===== config.mk =====
export PLATFORM = sky130hd
export DESIGN_NAME = fetch_stage
export DESIGN_NICKNAME = d
export VERILOG_FILES = /design/src/rtl/rv32_pkg.sv /design/src/rtl/fetch_fifo.sv /design/src/rtl/fetch_stage.sv
export SDC_FILE = /design/constraint.sdc
export NUM_CORES = 1
export LEC_CHECK = 0
export ABC_AREA = 0
export CAP_MARGIN = 10
export CELL_PAD_IN_SITES_DETAIL_PLACEMENT = 0
export CELL_PAD_IN_SITES_GLOBAL_PLACEMENT = 1
export CORE_UTILIZATION = 40
export DETAILED_ROUTE_END_ITERATION = 6
export PLACE_DENSITY_LB_ADDON = 0.1
export SKIP_LAST_GASP = 1
export SLEW_MARGIN = 25
export SYNTH_ARGS = -nofsm -noshare
export SYNTH_HDL_FRONTEND = slang
export SYNTH_SLANG_ARGS = --single-unit

===== constraint.sdc =====
create_clock -name clk_i -period 8.1 [get_ports clk_i]
set_input_delay 1.215 -clock clk_i [delete_from_list [all_inputs] [get_ports clk_i]]
set_output_delay 1.215 -clock clk_i [all_outputs]
set_load 0.01 [all_outputs]

===== src/rtl/rv32_pkg.sv =====
// Shared rv32 core types and constants used across pipeline stages.
package rv32_pkg;

  localparam int unsigned ILEN = 32;

  localparam logic [31:0] RESET_PC_DEFAULT = 32'h0000_0000;

  // Fetch-to-decode payload: instruction word, its PC and an access-fault flag.
  typedef struct packed {
    logic [ILEN-1:0] instr;
    logic [ILEN-1:0] pc;
    logic            fault;
  } fetch_entry_t;

endpackage


===== src/rtl/fetch_fifo.sv =====
// Small synchronous FIFO for fetch entries with flush, count and full/empty.
module fetch_fifo #(
  parameter type         entry_t = logic [0:0],
  parameter int unsigned DEPTH   = 4
) (
  input  logic                   clk_i,
  input  logic                   rst_ni,
  input  logic                   flush_i,
  input  logic                   push_i,
  input  entry_t                 data_i,
  input  logic                   pop_i,
  output entry_t                 data_o,
  output logic [$clog2(DEPTH):0] count_o,
  output logic                   full_o,
  output logic                   empty_o
);

  localparam int unsigned PTR_W = $clog2(DEPTH);
  localparam int unsigned CNT_W = PTR_W + 1;

  entry_t             mem_q [DEPTH];
  logic [PTR_W-1:0]   rd_ptr_q;
  logic [PTR_W-1:0]   wr_ptr_q;
  logic [CNT_W-1:0]   count_q;
  logic               do_push;
  logic               do_pop;

  // Status flags and qualified push/pop; the head is read straight from storage.
  always_comb begin
    full_o  = (count_q == CNT_W'(DEPTH));
    empty_o = (count_q == '0);
    do_push = push_i && !full_o;
    do_pop  = pop_i && !empty_o;
    count_o = count_q;
    data_o  = mem_q[rd_ptr_q];
  end

  // Pointer, count and storage update; flush wins over push and pop.
  always_ff @(posedge clk_i) begin
    if (!rst_ni) begin
      rd_ptr_q <= '0;
      wr_ptr_q <= '0;
      count_q  <= '0;
      mem_q    <= '{default: '0};
    end else if (flush_i) begin
      rd_ptr_q <= '0;
      wr_ptr_q <= '0;
      count_q  <= '0;
    end else begin
      if (do_push) begin
        mem_q[wr_ptr_q] <= data_i;
        wr_ptr_q        <= wr_ptr_q + PTR_W'(1);
      end
      if (do_pop) begin
        rd_ptr_q <= rd_ptr_q + PTR_W'(1);
      end
      count_q <= count_q + CNT_W'(do_push) - CNT_W'(do_pop);
    end
  end

endmodule


===== src/rtl/fetch_stage.sv =====
// Instruction-fetch stage: sequential PC generation, credit-limited memory
// requests, in-order response buffering and redirect flush for decode.
module fetch_stage
  import rv32_pkg::*;
#(
  parameter int unsigned       DATA_W     = 32,
  parameter int unsigned       FIFO_DEPTH = 4,
  parameter logic [DATA_W-1:0] RESET_PC   = DATA_W'(RESET_PC_DEFAULT)
) (
  input  logic              clk_i,
  input  logic              rst_ni,
  output logic              imem_req_valid_o,
  input  logic              imem_req_ready_i,
  output logic [DATA_W-1:0] imem_req_addr_o,
  input  logic              imem_rsp_valid_i,
  input  logic [DATA_W-1:0] imem_rsp_data_i,
  input  logic              imem_rsp_err_i,
  input  logic              redirect_i,
  input  logic [DATA_W-1:0] redirect_pc_i,
  output logic              id_valid_o,
  input  logic              id_ready_i,
  output logic [DATA_W-1:0] id_instr_o,
  output logic [DATA_W-1:0] id_pc_o,
  output logic              id_fault_o
);

  localparam int unsigned CNT_W = $clog2(FIFO_DEPTH) + 1;
  localparam int unsigned SUM_W = CNT_W + 1;

  logic [DATA_W-1:0] pc_q;
  logic [DATA_W-1:0] resp_pc_q;
  logic [CNT_W-1:0]  outstanding_q;
  logic [CNT_W-1:0]  drop_q;
  logic [CNT_W-1:0]  fifo_count;
  logic              fifo_full;
  logic              fifo_empty;
  logic [SUM_W-1:0]  credit_used;
  logic              req_fire;
  logic              drop_rsp;
  logic              push;
  logic              pop;
  logic [DATA_W-1:0] redirect_pc_aligned;
  fetch_entry_t      push_entry;
  fetch_entry_t      head_entry;

  // Request issue: buffered plus in-flight entries never exceed the FIFO size.
  always_comb begin
    credit_used         = {1'b0, fifo_count} + {1'b0, outstanding_q};
    imem_req_valid_o    = rst_ni && !redirect_i && (credit_used < SUM_W'(FIFO_DEPTH));
    imem_req_addr_o     = pc_q;
    req_fire            = imem_req_valid_o && imem_req_ready_i;
    redirect_pc_aligned = redirect_pc_i & ~DATA_W'(3);
  end

  // Response routing and decode handshake.
  always_comb begin
    drop_rsp         = imem_rsp_valid_i && (drop_q != '0);
    push             = imem_rsp_valid_i && !drop_rsp && !redirect_i;
    push_entry.instr = ILEN'(imem_rsp_data_i);
    push_entry.pc    = ILEN'(resp_pc_q);
    push_entry.fault = imem_rsp_err_i;
    id_valid_o       = !fifo_empty && !redirect_i;
    pop              = id_valid_o && id_ready_i;
    id_instr_o       = DATA_W'(head_entry.instr);
    id_pc_o          = DATA_W'(head_entry.pc);
    id_fault_o       = head_entry.fault;
  end

  // PC, response-PC and in-flight bookkeeping. outstanding_q counts every
  // request still owed a response, including ones already marked stale, so on
  // redirect it alone gives the number of responses left to discard.
  always_ff @(posedge clk_i) begin
    if (!rst_ni) begin
      pc_q          <= RESET_PC;
      resp_pc_q     <= RESET_PC;
      outstanding_q <= '0;
      drop_q        <= '0;
    end else begin
      if (redirect_i) begin
        pc_q      <= redirect_pc_aligned;
        resp_pc_q <= redirect_pc_aligned;
        drop_q    <= outstanding_q - CNT_W'(imem_rsp_valid_i);
      end else begin
        if (req_fire) begin
          pc_q <= pc_q + DATA_W'(4);
        end
        if (push) begin
          resp_pc_q <= resp_pc_q + DATA_W'(4);
        end
        if (drop_rsp) begin
          drop_q <= drop_q - CNT_W'(1);
        end
      end
      outstanding_q <= outstanding_q + CNT_W'(req_fire) - CNT_W'(imem_rsp_valid_i);
    end
  end

  fetch_fifo #(
    .entry_t (fetch_entry_t),
    .DEPTH   (FIFO_DEPTH)
  ) u_fifo (
    .clk_i   (clk_i),
    .rst_ni  (rst_ni),
    .flush_i (redirect_i),
    .push_i  (push),
    .data_i  (push_entry),
    .pop_i   (pop),
    .data_o  (head_entry),
    .count_o (fifo_count),
    .full_o  (fifo_full),
    .empty_o (fifo_empty)
  );

`ifndef SYNTHESIS
  // Credit rule guarantees space for every accepted response.
  a_no_overflow: assert property (@(posedge clk_i) disable iff (!rst_ni)
    push |-> !fifo_full);
  // Every response must match an accepted request.
  a_no_out_underflow: assert property (@(posedge clk_i) disable iff (!rst_ni)
    imem_rsp_valid_i |-> (outstanding_q != '0));
  // Stale responses are a subset of in-flight ones.
  a_drop_bounded: assert property (@(posedge clk_i) disable iff (!rst_ni)
    drop_q <= outstanding_q);
`endif

endmodule


# [Yosys cells after proc, flatten, opt, wreduce, memory -nomap -nowiden]
# Cells that the tools add are included.
[word_totals] in_bits=71 word_cells=75 out_inout_bits=99 reg_bits=337
[op_classes] reduce_logical=22 n_eq_ne=1 order_cmp=4 muxes=12 n_bitwise=4 n_addsub=11
[op_table] operator="260-bit bitwise mux" n=1
[op_table] operator="65-bit two-way mux" n=3
[op_table] operator="65-bit binary-select mux with 2-bit select" n=1
[op_table] operator="65-bit demux with 2-bit select" n=1
[op_table] operator="32-bit two-way mux" n=4
[op_table] operator="32-bit by 3-bit adder with 32-bit output, second input constant" n=2
[op_table] operator="1-bit logical AND" n=11
[op_table] operator="3-bit by 1-bit subtractor with 3-bit output" n=3
[op_table] operator="3-bit by 1-bit adder with 3-bit output" n=2
[op_table] operator="3-bit >= comparator, second input constant" n=2
[op_table] operator="3-bit two-way mux" n=2
[op_table] operator="2-bit inverter with 3-bit output" n=2
[op_table] operator="2-bit nonzero test" n=3
[op_table] operator="2-bit by 1-bit adder with 2-bit output, second input constant" n=2
[op_table] operator="3-bit by 3-bit adder with 4-bit output" n=1
[op_table] operator="1-bit logical NOT" n=4
[op_table] operator="4-bit by 3-bit < comparator with 1-bit output, second input constant" n=1
[op_table] operator="3-bit equality test, second input constant" n=1
[op_table] operator="3-bit logical NOT" n=1
[op_table] operator="3-bit by 1-bit < comparator with 1-bit output, second input constant" n=1
[op_table] operator="3-bit nonzero test" n=1
[op_table] operator="3-bit by 1-bit subtractor with 3-bit output, second input constant" n=1
[op_table] operator="1-bit inverter" n=2
[op_table] operator="2-bit AND reduction" n=1
[op_table] operator="2-bit OR reduction" n=1

# [Depth between registers and ports, before layout]
[logic_depth] depth_word=8 mapped_depth=11 ltp_nobuf=10

# [Modules after synthesis]
# From an unflattened synthesis, not the netlist that was laid out.
[unflattened] cells_unflattened=1535 hier_area_um2=15343.5
[modules_own_cells] mod="fetch_fifo" cells_each=1044 seq_area_each_um2=5345.1 area_each_um2=11513.5 n_inst=1
[modules_own_cells] mod="fetch_stage" cells_each=491 seq_area_each_um2=1321.3 area_each_um2=3829.9 n_inst=1

# [Least setup slack after synthesis]
# OpenSTA, ideal clock, no wires.
[synth_path] path_type="input -> register" from="input port imem_req_ready_i" to="register outstanding_q[2]" required_time_ns=7.985 setup_slack_ns=4.660 arrival_time_ns=3.325 path_stages=10 path_buffers=1 setup_time_ns=0.115 path_cell_list="or4b_1 nor3_2 buf_2 inv_1 ha_1 inv_1 ha_1 fa_1 xnor2_1 and2_1"
[synth_via] elab_chain_cells=3
[synth_lines] item="from (decl)" line_no="fetch_stage.sv:13" source="input logic imem_req_ready_i,"
[synth_lines] item="1-bit logical AND" line_no="fetch_stage.sv:51" source="req_fire = imem_req_valid_o && imem_req_ready_i;"
[synth_lines] item="3-bit by 1-bit adder with 3-bit output" line_no="fetch_stage.sv:94" source="outstanding_q <= outstanding_q + CNT_W'(req_fire) - CNT_W'(imem_rsp_valid_i);"
[synth_lines] item="3-bit by 1-bit subtractor with 3-bit output" line_no="fetch_stage.sv:94"
[synth_lines] item="to (signal assigned)" line_no="fetch_stage.sv:94"
[synth_lines] item="to (decl)" line_no="fetch_stage.sv:32" source="logic [CNT_W-1:0] outstanding_q;"
# No other way between the ends.
# A chain may end at the register's enable or synchronous reset.

# [Worst setup path after layout]
[layout_path] from="register u_fifo.rd_ptr_q[0]" to="output port id_pc_o[13]"
[layout_via] elab_chain_cells=4
[layout_lines] item="from (decl)" line_no="fetch_fifo.sv:22" source="logic [PTR_W-1:0] rd_ptr_q;"
[layout_lines] item="from (signal assigned)" line_no="fetch_fifo.sv:55" source="rd_ptr_q <= rd_ptr_q + PTR_W'(1);"
[layout_lines] item="2-bit inverter with 3-bit output (implied by the code)" line_no="fetch_fifo.sv:35" source="data_o = mem_q[rd_ptr_q];"
[layout_lines] item="65-bit binary-select mux with 2-bit select" line_no="fetch_fifo.sv:35"
[layout_lines] item="65-bit two-way mux (implied by the code) (2 in series)" line_no="fetch_fifo.sv:35"
[layout_lines] item="to (decl)" line_no="fetch_stage.sv:23" source="output logic [DATA_W-1:0] id_pc_o,"
# No other way between the ends. The select of a mux whose other input is x is not followed.

==> flow_summary.json <==
{
  "slowest_delay_ns": 0.82,
  "coreArea_sq_um": 36500,
  "grt_pass1_vias": 11500,
  "postCtsSetupBuffers": 0,
  "path_class": "flip-flop to primary output",
  "area_delta_synth_final_pct": 20.3,
  "p_per_area_nw_per_um2": 215,
  "clockBufferDepth": 3,
  "leakage_nw": 5.78,
  "drt_wl_total_microns": 41000,
  "syn_inst": 1655,
  "num_io_pins": 170,
  "crit_fanout": 42,
  "dpl.hpwl_microns": 23100,
  "synth_area_leaders": "dfxtp_1 44%, nand2_1 14%, a21boi_0 13%",
  "antenna_found_initial": 0,
  "clock_skew_ns": 0.0108,
  "clk_latency_ns": 0.52,
  "worstMarginPinSlew_ns": 0.964,
  "synth_top_area_cell": "dfxtp_1",
  "cp.required_ns": 6.88,
  "antenna_cells": 0,
  "critPathLaunchType": "flip-flop",
  "synthArstFlopShare": 0,
  "finalMaxSlewViolations": 0,
  "min_period_ns": 4.47,
  "clock_sinks": 325,
  "final_util": 0.487,
  "hp-class": "flip-flop to flip-flop",
  "drc": 0,
  "grt.total_usage": 0.217,
  "stdcell_area_sq_um": 17800,
  "rows": 70,
  "grt-ovfl-total": 0,
  "arrival_ns": 3.26,
  "vdd_drop_max_mv": 0.116,
  "finalSetupViolCount": 0,
  "grt_setup_unrepaired": "false",
  "drive_above_1_share": 0.0917,
  "drt_pre_antenna_iters": 6,
  "syn_area_per_cell_sq_um": 8.93,
  "fill_cells": 3512,
  "die_h_microns": 194,
  "fp.dieW_microns": 194,
  "post-synth-top-count-cell": "nand2_1",
  "port_buffers": 163,
  "drv_cap": 0,
  "start_util": 0.405,
  "routed-via-count": 11700,
  "synthDistinctLibCells": 58,
  "synth-edff-count": 0,
  "seqCellArea_sq_um": 6510,
  "multi_input_area_sq_um": 7520,
  "synth_seq_area_share": 0.440,
  "synth_common_cells": "532 x nand2_1, 325 x dfxtp_1, 254 x a21boi_0",
  "grt_start_max_net_pins": 113,
  "ys_ff_latch": 325,
  "detail_route.wl_per_cell_microns": 18.3,
  "cp_slowest_cell": "buf_4",
  "ys_warn_count": 0,
  "synth_top_cell_area_share": 0.440,
  "post-route-period-util": 0.552,
  "viasPerCell": 5.21,
  "syn_area_sq_um": 14800,
  "clock-root-buffer": "clkbuf_16",
  "max_freq_mhz": 224,
  "slew_headroom": 0.357,
  "path_cells": "buf_4, mux4_2, clkdlybuf4s50_1",
  "fin_nets": 1828,
  "drt-initial-drc-count": 510,
  "cts_hold_buf": 0,
  "dieArea_sq_um": 37700,
  "gp_congestion": 0.763,
  "cp-end-kind": "primary output",
  "ys.flop_type": "dfxtp_1",
  "drt.antenna.violating_nets": 0,
  "setup_tns_ns": 0,
  "h-tree-depth": 2,
  "cts_resized": 0,
  "status": "completed",
  "hold_viol_final": 0,
  "dpl_cell_area_sq_um": 16500,
  "cts_tree": "done",
  "grt_pass1_wl_microns": 65500,
  "holdWs_ns": 0.459,
  "cts_buffers": 38,
  "clkSlewWorstSetupHoldPaths_ns": 0.06
}
## routing by layer
metal	up-vias	GRT usage	routed length [microns]
met5	-	0	0
met4	0	0.0461	569
met3	44	0.0367	1940
met2	257	0.362	19400
met1	5585	0.294	19000
li1	5768	-	-
## worst max-delay path, delay by kind of cell, from the launching register on
kind	cells	cell delay (ns)
DFF	1	0.70
buffers and inverters	2	1.41
muxes	1	0.59
## placed cells by master, fill, tap and decap left out, types with 2 or more instances in the layout
cell type / n
or3_1: 3
clkbuf_16: 41
clkbuf_8: 12
clkinv_2: 5
dfxtp_4: 2
nand2_1: 528
buf_4: 14
nor3_1: 12
nand3_1: 21
and4_1: 4
ha_1: 16
fa_1: 2
a21boi_0: 254
xor2_1: 29
buf_6: 3
dfxtp_1: 323
conb_1: 4
a211oi_1: 3
a21oi_1: 49
nand2_2: 5
nor3_2: 2
clkdlybuf4s50_1: 162
o211a_1: 2
and2_1: 6
nand4_1: 25
bufinv_16: 2
mux4_2: 63
a31oi_1: 6
nor2_1: 17
mux2i_1: 3
nor4_1: 11
and2_2: 4
clkbuf_1: 8
inv_1: 25
and3_1: 10
o21ai_0: 37
xnor2_1: 30
## through the flow
stage                     power, mW  worst slack (ns)  std cells
after floorplan                1.93              4.66       1658
after CTS                      3.87              3.50       2235
after global routing           3.97              3.36       2235
after global placement         2.08              3.66       2167
after detailed placement       2.08              3.68       2167
final                          3.82              3.63       2235
## flip-flops by register name, summed over array words and instances, names as in the netlist
name / count
imem_req_addr_o: 30
u_fifo.count_o: 3
outstanding_q: 3
resp_pc_q: 30
u_fifo.wr_ptr_q: 2
u_fifo.rd_ptr_q: 2
drop_q: 3
u_fifo.mem_q: 252
## cell families (layout without fill, tap and decap cells)
group | after synthesis | after routing | synth area share
multiplexers | 66 | 66 | 0.0980
XOR/XNOR | 59 | 59 | 0.0350
AND/OR/NAND/NOR | 665 | 665 | 0.190
buffers and inverters | 164 | 273 | 0.0532
adder cells (fa/ha/maj) | 18 | 18 | 0.0163
other | 1 | 4 | 0.000254
AO/OA/AOI/OAI | 357 | 357 | 0.167
flip-flops | 325 | 325 | 0.440
## report_power, final
part	switching (mW)	leakage [nW]	internal, mW	total, mW
clock	0.680	0.649	1.09	1.77
sequential	0.0578	2.64	1.65	1.70
combinational	0.173	2.49	0.170	0.343
## path summary, 6_finish.rpt
check | start | endpoint | slack, ns | cells after the start
hold reg to reg | u_fifo.mem_q[3] | u_fifo.mem_q[3] | 0.46 | 2
setup reg to reg | u_fifo.count_o[2] | outstanding_q[2] | 5.29 | 10
setup / recovery | u_fifo.rd_ptr_q[0] | id_pc_o[13] | 3.63 | 3
hold / removal | u_fifo.mem_q[3] | u_fifo.mem_q[3] | 0.46 | 2
## final cells by class
type | instances | share of cell area
clock inverter | 7 | 0.00478
sequential | 325 | 0.366
clock buffer | 61 | 0.0687
timing repair buffer | 179 | 0.0990
multi-input combinational | 1169 | 0.423
tap | 468 | 0.0329
inverter | 26 | 0.00549
(Power assumes the default switching activity.)
